`src/rtl/hazard_ctrl.sv`:
```
// hazard_ctrl: decode-stage scoreboard, forwarding, load-use/memwait stall and redirect flush sequencer (optional HAZARD_STATS_EN stall counter)
module hazard_ctrl #(
    parameter int FLUSH_CYCLES = 1,
    parameter int CNT_W        = 16
) (
    input  logic             clk,
    input  logic             rst,
    input  logic             IdValid,
    input  logic [2:0]       IdRs,
    input  logic [2:0]       IdRt,
    input  logic             IdUsesRs,
    input  logic             IdUsesRt,
    input  logic             IdWrEn,
    input  logic [2:0]       IdWrReg,
    input  logic             IdIsLoad,
    input  logic             Redirect,
    input  logic             MemBusy,
    output logic             Stall,
    output logic             Bubble,
    output logic             Flush,
    output logic             ForwardRs,
    output logic             ForwardRt,
    output logic [1:0]       RsFwdSrc,
    output logic [1:0]       RtFwdSrc,
    output logic [CNT_W-1:0] StallCount
);
    localparam logic [1:0] RUN = 2'd0, LDSTALL = 2'd1, FLUSH = 2'd2, MEMWAIT = 2'd3;
    logic       ex_v_q, mem_v_q, wb_v_q, ex_l_q;
    logic [2:0] ex_r_q, mem_r_q, wb_r_q;
    logic [1:0] state_q, state_d, sav_q, sav_d, cnt_q, cnt_d, eff;
    logic       lu, redir;
    // an EX load that matches a used source blocks forwarding entirely: older copies are stale
    assign RsFwdSrc = ~IdUsesRs ? 2'b00 : (ex_v_q && ex_r_q == IdRs) ? (ex_l_q ? 2'b00 : 2'b01) :
                      (mem_v_q && mem_r_q == IdRs) ? 2'b10 : (wb_v_q && wb_r_q == IdRs) ? 2'b11 : 2'b00;
    assign RtFwdSrc = ~IdUsesRt ? 2'b00 : (ex_v_q && ex_r_q == IdRt) ? (ex_l_q ? 2'b00 : 2'b01) :
                      (mem_v_q && mem_r_q == IdRt) ? 2'b10 : (wb_v_q && wb_r_q == IdRt) ? 2'b11 : 2'b00;
    assign ForwardRs = |RsFwdSrc;
    assign ForwardRt = |RtFwdSrc;
    assign lu = ~rst & IdValid & ex_v_q & ex_l_q &
                ((IdUsesRs & (ex_r_q == IdRs)) | (IdUsesRt & (ex_r_q == IdRt)));
    // MEMWAIT is transparent: once memory is ready the saved state acts in the same cycle
    assign eff    = (state_q == MEMWAIT) ? sav_q : state_q;
    assign redir  = (eff == RUN) & Redirect & IdValid & ~lu;
    assign Stall  = ~rst & (MemBusy | lu);
    assign Bubble = lu & ~MemBusy;
    assign Flush  = ~rst & ~MemBusy & (redir | (eff == FLUSH));
    // next state: memory wait beats load-use beats redirect
    always_comb begin
        state_d = eff;
        sav_d   = sav_q;
        cnt_d   = cnt_q;
        if (MemBusy) begin
            state_d = MEMWAIT;
            sav_d   = eff;
        end else if (eff == RUN && lu) begin
            state_d = LDSTALL;
        end else if (redir) begin
            cnt_d   = 2'(FLUSH_CYCLES - 1);
            state_d = (FLUSH_CYCLES > 1) ? FLUSH : RUN;
        end else if (eff == LDSTALL) begin
            state_d = RUN;
        end else if (eff == FLUSH) begin
            cnt_d   = cnt_q - 2'd1;
            state_d = (cnt_q == 2'd1) ? RUN : FLUSH;
        end
    end
    // state and flush counter registers
    always_ff @(posedge clk) begin
        if (rst) begin
            state_q <= RUN;
            sav_q   <= RUN;
            cnt_q   <= 2'd0;
        end else begin
            state_q <= state_d;
            sav_q   <= sav_d;
            cnt_q   <= cnt_d;
        end
    end
    // scoreboard advances ID->EX->MEM->WB except while memory is busy
    always_ff @(posedge clk) begin
        if (rst) begin
            ex_v_q  <= 1'b0;
            mem_v_q <= 1'b0;
            wb_v_q  <= 1'b0;
            ex_l_q  <= 1'b0;
            ex_r_q  <= 3'd0;
            mem_r_q <= 3'd0;
            wb_r_q  <= 3'd0;
        end else if (!MemBusy) begin
            ex_v_q  <= IdValid & IdWrEn & ~Bubble;
            ex_r_q  <= IdWrReg;
            ex_l_q  <= IdIsLoad;
            mem_v_q <= ex_v_q;
            mem_r_q <= ex_r_q;
            wb_v_q  <= mem_v_q;
            wb_r_q  <= mem_r_q;
        end
    end
`ifdef HAZARD_STATS_EN
    logic [CNT_W-1:0] sc_q;
    // saturating count of stalled cycles
    always_ff @(posedge clk) begin
        if (rst) sc_q <= '0;
        else if (Stall && !(&sc_q)) sc_q <= sc_q + 1'b1;
    end
    assign StallCount = sc_q;
`else
    assign StallCount = '0;
`endif
endmodule
```
`config.mk`:
```
export PLATFORM = sky130hd
export DESIGN_NAME = hazard_ctrl
export DESIGN_NICKNAME = d
export VERILOG_FILES = /design/src/rtl/hazard_ctrl.sv
export SDC_FILE = /design/constraint.sdc
export NUM_CORES = 1
export LEC_CHECK = 0
export ABC_AREA = 1
export BUFFER_PORTS_ARGS = -buffer_cell sky130_fd_sc_hd__clkbuf_2
export CORE_MARGIN = 4
export CORE_UTILIZATION = 49
export DETAILED_ROUTE_END_ITERATION = 8
export GPL_ROUTABILITY_DRIVEN = 0
export PLACE_DENSITY = 0.78
export SLEW_MARGIN = 20
export SYNTH_ARGS = -nofsm -noshare
export SYNTH_HDL_FRONTEND = slang
export SYNTH_SLANG_ARGS = --single-unit
```
`constraint.sdc`:
```
create_clock -name clk -period 1.4 [get_ports clk]
set_input_delay 0.14 -clock clk [delete_from_list [all_inputs] [get_ports clk]]
set_output_delay 0.14 -clock clk [all_outputs]
set_load 0.01 [all_outputs]
```
==> flow_summary.yaml, run 1 <==
status:
  status: "finished with violations"
  violations: "negative setup slack"
power_and_ir_drop:
  p_seq_share_pct: 51.0
  power_density_nw_per_um2: 773
  p_leak_nw: 0.790
  netSwitchingFraction_pct: 32.1
  power_mw: 1.20
  switchingPower_mw: 0.385
  clock_power_share_pct: 22.6
  internal-power_mw: 0.815
  comb_power_share_pct: 26.3
  ir_worst_vdd_mv: 0.742
grt:
  grt_max_degree: 22
  grtUsageTotal_pct: 16.8
  grt_remaining_overflow: 0
  antenna_found_initial: 0
  grt_pass1_vias: 1115
  grt_pass1_wl_mm: 4.59
detailed_routing:
  wl_met1_mm: 1.31
  dr.pass1.iters: 4
  wl_met2_mm: 1.44
  wl_per_cell_microns: 11.6
  topRoutingLayerUsed: "met4"
  drc: 0
  dr_wl_met3_microns: 179
  finalWirelength_mm: 2.96
  vias: 1280
  dr.first_iter.drc_count: 38
  via_per_inst: 5.00
  drtAntennaViolNets: 0
placed_design:
  portBuffers: 26
  post-place-ws_ns: 0.0499
  hpwl_mm: 2.12
hold_path:
  whs_path_depth: 3
  min_from: "IdIsLoad"
  worst_hold_path.endpoint: "ex_l_q$_SDFFE_PP0N_"
  hp-class: "in2reg"
cts:
  cts_buffers: 3
  clk_pin_slew_ns: 0.10
  cts.root.buffer_cell: "clkbuf_4"
  cts.sinks: 19
  cts_tree: "yes"
  insertion_delay_ns: 0.29
  clockBufferDepth: 2
  cts_max_level: 1
sta:
  fin_setup_tns_ns: -1.70
  setup_viol: 9
  slew_viol_final: 0
  layout_setup_ws_ns: -0.273
  max_freq_mhz: 598
  hold_violations: 0
  holdWs_ns: 0.0856
  min_period_over_period_pct: 120
  rsz0062_at_grt: "yes"
  finalClockSkew_ns: 0.00161
  fin_crit_ns: 1.67
critical_path:
  crit_family: "compound AO/OA/AOI/OAI gates"
  slowest_stage: "dfxtp_4"
  worstReg2RegStart: "ex_r_q[0]$_SDFFE_PP0N_"
  cp_max_fo: 4
  cp_slowest_stage_delay_ns: 0.37
  crit_type: "reg2out"
  rr_endpoint: "cnt_q[0]$_SDFFE_PP0P_"
  startpoint_type: "register"
  reg2reg_depth: 8
  timing.critical_path.buf_inv: 2
  cp-end-kind: "output port"
  worst-r2r-setup-slack_ns: 0.16
  cp_cell_sequence: "xor2_1 > a211oi_2 > buf_4 > a21oi_2 > o21ai_1 > clkbuf_2"
  cp.arrival_ns: 1.53
  cp.required_ns: 1.26
synthesis:
  synth_top_family_by_area: "simple AND/OR/NAND/NOR gates"
  synth_mux_area_share_pct: 0
  synth_compound_area_share_pct: 18.4
  yosysUniqueCellTypes: 29
  post-synth-top-count-cell: "nand2_1"
  synth_ff_type: "dfxtp_1"
  post-synth-top-area-fraction_pct: 30.0
  synth_xor_area_share_pct: 4.14
  synth-simple-area-share_pct: 28.6
  avgSynthCellArea_sq_um: 6.68
  ys_top_cells_by_count: "nand2_1 (44), dfxtp_1 (19), a21oi_1 (18), inv_1 (18), buf_4 (16)"
  synth_fa_ha_area_share_pct: 0.986
  synth_area_leaders: "dfxtp_1 (30%), nand2_1 (13%), buf_4 (9.5%)"
  synth-seq-cells: 19
  synth_area_sq_um: 1270
  synth_edf_count: 0
  synthCells: 190
  yosysWarnings: 0
  synth_largest_area_cell: "dfxtp_1"
  synth-seq-area-share_pct: 30.0
  async_flop_share_pct: 0
die:
  fp.dieW_microns: 58.9
  ios: 43
  start_util_pct: 51.2
  core_area_sq_um: 2480
  die_y_microns: 58.9
  row_count: 18
  die_area_sq_um: 3470
run:
  maxCapViolations: 0
cells_and_area:
  num_antenna_cells: 0
  area_growth_syn_to_layout_pct: 22.3
  final_layout_size_suffix_gt1_share_pct: 35.4
  fin_nets: 246
[power groups by stage]
stage | clock network [mW] | logic [mW] | registers, mW
after global routing | 0.299 | 0.354 | 0.617
after CTS | 0.279 | 0.301 | 0.611
after detailed placement | 0 | 0.276 | 0.618
final | 0.271 | 0.316 | 0.612
after floorplan | 0 | 0.222 | 0.612
after global placement | 0 | 0.273 | 0.618
[repair_timing]
item,CTS,global route
gates resized for setup,29,8
setup buffers,3,3
hold endpoints to repair,0,0
pin swaps,8,5
hold buffers,0,0
endpoints found under the setup margin,9,9
[final cells by class]
class	count	area [sq um]
inverters	23	86.3
well taps	30	37.5
clock buffers	4	26.3
repair buffers	37	219
fillers	230	926
flip-flops and latches	19	397
multi-input cells	143	786
[worst min-delay path, cell delays in order]
cell      delay, ns
clkbuf_2       0.07
o21ai_0        0.06
nor2_1         0.07
[through the flow]
stage / cells / area, sq um / utilization, %
2_1_floorplan: 205 / 1330 / -
3_3_place_gp: 246 / 1390 / 56.3
3_5_place_dp: 246 / 1390 / 56.3
4_1_cts: 253 / 1520 / 61.4
5_1_grt: 256 / 1550 / 62.6
6_report: 256 / 1550 / 62.6
[registers in the layout (all words and copies together), names as in the netlist]
signal and cells:
ex_r_q 3, mem_r_q 3, wb_r_q 3, cnt_q 2, sav_q 2, state_q 2
ex_l_q 1, ex_v_q 1, mem_v_q 1, wb_v_q 1
[metal layers]
layer	GRT usage, %	vias up
li1	-	662
met1	21.8	574
met2	27.8	40
met3	2.41	4
met4	7.12	0
met5	0	-
[placed cells by master (no fill, tap or decap), drive strengths merged]
| cell | count |
|---|---|
| o21ai | 18 |
| nor3 | 5 |
| dfxtp | 19 |
| buf | 18 |
| a31oi | 1 |
| ha | 1 |
| inv | 23 |
| a211oi | 1 |
| a21oi | 18 |
| clkbuf | 23 |
| nand4 | 6 |
| conb | 16 |
| o21bai | 1 |
| o31ai | 1 |
| xor2 | 4 |
| nand2 | 48 |
| nor2 | 14 |
| o22ai | 1 |
| o211ai | 2 |
| xnor2 | 2 |
| nand3 | 4 |
[logic make-up after synthesis]
logic type	after synthesis
AO/OA/AOI/OAI	43
XOR/XNOR	6
AND/OR/NAND/NOR	77
adder cells (fa/ha/maj)	1
flip-flops	19
other	1
buffers and inverters	43
[worst max-delay path by stage]
stage	from	endpoint	slack, ns	cells after the start
final	mem_r_q[2]$_SDFFE_PP0N_	ForwardRt	-0.27	6
after detailed placement	ex_r_q[2]$_SDFFE_PP0N_	Flush	0.05	11
after floorplan	state_q[1]$_SDFF_PP0_	Flush	0.13	8
after global routing	mem_r_q[0]$_SDFFE_PP0N_	ForwardRs	-0.42	8
after global placement	wb_r_q[1]$_SDFFE_PP0N_	ForwardRs	0.07	8
after CTS	state_q[0]$_SDFF_PP0_	Flush	-0.26	9
No activity file was read; power rests on OpenSTA's default activity.
==> run 2: changes to the inputs <==
--- a/config.mk
+++ b/config.mk
@@ -7,9 +7,8 @@
 export LEC_CHECK = 0
-export ABC_AREA = 1
 export BUFFER_PORTS_ARGS = -buffer_cell sky130_fd_sc_hd__clkbuf_2
 export CORE_MARGIN = 4
-export CORE_UTILIZATION = 49
+export CORE_UTILIZATION = 50
 export DETAILED_ROUTE_END_ITERATION = 8
 export GPL_ROUTABILITY_DRIVEN = 0
-export PLACE_DENSITY = 0.78
+export PLACE_DENSITY = 0.79
 export SLEW_MARGIN = 20
==> constraint.sdc (replaced) <==
create_clock -name clk -period 1.4 [get_ports clk]
set_input_delay 0.28 -clock clk [delete_from_list [all_inputs] [get_ports clk]]
set_output_delay 0.28 -clock clk [all_outputs]
set_load 0.01 [all_outputs]
==> run 2 against run 1 <==
The run still ends with negative setup slack left. Count of clock-buffer cells in the layout is the same. Critical path depth down 1. Final area increased by 17%. Area after synthesis increased by 0.79%. Critical path type unchanged.
==> flow_summary.yaml, run 2 <==
status:
  status: "finished with violations"
  violations: "negative setup slack"
cells_and_area:
  postLayoutCellArea_sq_um: 1820
  num_antenna_cells: 0
  layout_commonest_cell: "buf_4"
  final_layout_size_suffix_gt1_share_pct: 48.7
  fin_nets: 219
  stdcell_count: 229
  area_growth_syn_to_layout_pct: 42.6
  mostFrequentLayoutCells: "buf_4 (27), clkbuf_2 (18), conb_1 (16), mux2i_1 (13), nor2_1 (12)"
  top_regs: "ex_r_q (3), mem_r_q (3), wb_r_q (3)"
detailed_routing:
  finalWirelength_mm: 3.57
  dr.first_iter.drc_count: 51
  via_per_inst: 5.43
  vias: 1244
  dr.pass1.iters: 4
  drtAntennaViolNets: 0
  drc: 0
  wl_per_cell_microns: 15.6
grt:
  grt_max_degree: 21
  grtUsageTotal_pct: 19.4
  grt_pass1_vias: 1113
  antenna_found_initial: 0
  grt_remaining_overflow: 0
  grt_pass1_wl_mm: 5.17
power_and_ir_drop:
  netSwitchingFraction_pct: 30.2
  internal-power_mw: 0.847
  switchingPower_mw: 0.367
  p_leak_nw: 0.858
  power_density_nw_per_um2: 666
  p_seq_share_pct: 49.2
  ir_worst_vdd_mv: 0.707
  comb_power_share_pct: 28.6
  clock_power_share_pct: 22.2
die:
  fp.dieW_microns: 58.6
  start_util_pct: 52.1
  row_count: 18
  ios: 43
  core_area_sq_um: 2450
  die_y_microns: 58.6
  die_area_sq_um: 3430
synthesis:
  yosysUniqueCellTypes: 37
  synthCells: 147
  synth-seq-cells: 19
  synth-seq-area-share_pct: 29.7
  synth_area_leaders: "dfxtp_1 (30%), xnor2_1 (12%), mux2i_1 (10%)"
  synth_edf_count: 0
  synth_ff_type: "dfxtp_1"
  synth_largest_area_cell: "dfxtp_1"
  post-synth-top-area-fraction_pct: 29.7
  avgSynthCellArea_sq_um: 8.70
  ys_top_cells_by_count: "dfxtp_1 (19), xnor2_1 (18), buf_4 (16), mux2i_1 (13), nor2_1 (13)"
  yosysWarnings: 0
  synth_area_sq_um: 1280
  post-synth-top-count-cell: "dfxtp_1"
  async_flop_share_pct: 0
critical_path:
  slowest_stage: "dfxtp_4"
  timing.critical_path.buf_inv: 1
  cp_cell_sequence: "xnor2_4 > and4_4 > o21ai_4 > a32o_1 > clkbuf_2"
  cp_slowest_stage_delay_ns: 0.42
  crit_family: "flip-flops"
  cp_max_fo: 5
  startpoint_type: "register"
  crit_type: "reg2out"
  cp-end-kind: "output port"
  cp.required_ns: 1.12
  cp.arrival_ns: 1.54
cts:
  insertion_delay_ns: 0.29
  cts_buffers: 3
  clk_pin_slew_ns: 0.10
  cts_max_level: 1
  cts.root.buffer_cell: "clkbuf_4"
  cts.sinks: 19
  clockBufferDepth: 2
  cts_tree: "yes"
sta:
  min_period_over_period_pct: 130
  setup_viol: 9
  max_freq_mhz: 550
  layout_setup_ws_ns: -0.419
  fin_crit_ns: 1.82
  finalClockSkew_ns: 0.00113
  hold_violations: 0
  slew_viol_final: 0
  rsz0062_at_grt: "yes"
placed_design:
  dpl_cell_area_sq_um: 1550
  portBuffers: 26
  dpl.cell_count: 222
  hpwl_mm: 2.28
hold_path:
  hp-class: "in2reg"
run:
  maxCapViolations: 0
[run 2: changes by cell type after synthesis, sizes merged, moves of 12 or more]
cell,change
mux2i,+13
nand2,-41
inv,-17
o21ai,-16
a21oi,-12
xnor2,+16
[run 2: cell families after synthesis]
logic type                 Yosys count  share of synthesized area [%]
muxes                               14                           11.1
and+or+nand+nor                     45                           19.0
other                                1                          0.293
buffers and inverters               26                           12.5
xor gates and xnor gates            18                           12.3
DFF                                 19                           29.7
adders and majority gates            1                          0.978
AOI/OAI and AO/OA                   23                           14.1
[run 2: per-layer routing]
layer | GRT usage, % | part of all wire [%]
met3 | 1.54 | 5.6
met2 | 33.5 | 49
met5 | 0 | 0
met4 | 8.74 | 3.7
met1 | 24.5 | 41
[run 2: area by class of cell]
class,count,area (sq um)
timing repair buffer,53,333
clock buffer,4,26.3
multi-input combinational,117,992
tap,30,37.5
fill,167,632
inverter,6,22.5
sequential,19,412
[run 2: worst register-to-register path: stages (launching register included)]
cell      delay [ns]
dfxtp_2         0.33
nand2b_4        0.14
o22a_1          0.22
buf_4           0.17
o311ai_4        0.26
a31oi_2         0.12
[run 2: per-stage QoR]
step	power, mW	hold slack [ns]	TNS [ns]	setup slack, ns	util [%]
global placement	0.859	0.508	-0.905	-0.185	62.9
CTS	1.15	0.213	-2.97	-0.381	68.0
detailed placement	0.869	0.518	-1.22	-0.212	62.9
finish	1.21	0.211	-3.17	-0.419	74.3
global route	1.27	0.206	-3.83	-0.497	74.3
floorplan	0.789	0.392	0	0.000515	-
[run 2: timing repair]
| action | in CTS | in global routing |
|---|---|---|
| gates cloned | 0 | 0 |
| hold buffers | 0 | 0 |
| endpoints found under the setup margin | 9 | 11 |
| pin swaps | 19 | 12 |
| buffers inserted | 1 | 3 |
| gates resized for setup | 23 | 33 |
[run 2: path summary, 6_finish.rpt]
path                                  to  depth (start not counted)  slack (ns)                    from
setup / recovery                   Flush                          5       -0.42  ex_r_q[1]$_SDFFE_PP0N_
hold / removal    ex_r_q[1]$_SDFFE_PP0N_                          3        0.21              IdWrReg[1]
setup reg to reg   cnt_q[0]$_SDFFE_PP0P_                          5        0.05   sav_q[0]$_SDFFE_PP0P_
hold reg to reg      wb_v_q$_SDFFE_PP0N_                          2        0.55     wb_v_q$_SDFFE_PP0N_
[run 2: power by group through the flow]
| stage | Sequential, mW | Clock (mW) | Combinational [mW] |
|---|---|---|---|
| 5_1_grt | 0.601 | 0.297 | 0.374 |
| 2_1_floorplan | 0.597 | 0 | 0.192 |
| 4_1_cts | 0.587 | 0.275 | 0.289 |
| 3_5_place_dp | 0.600 | 0 | 0.269 |
| 3_3_place_gp | 0.599 | 0 | 0.260 |
| 6_report | 0.598 | 0.270 | 0.347 |
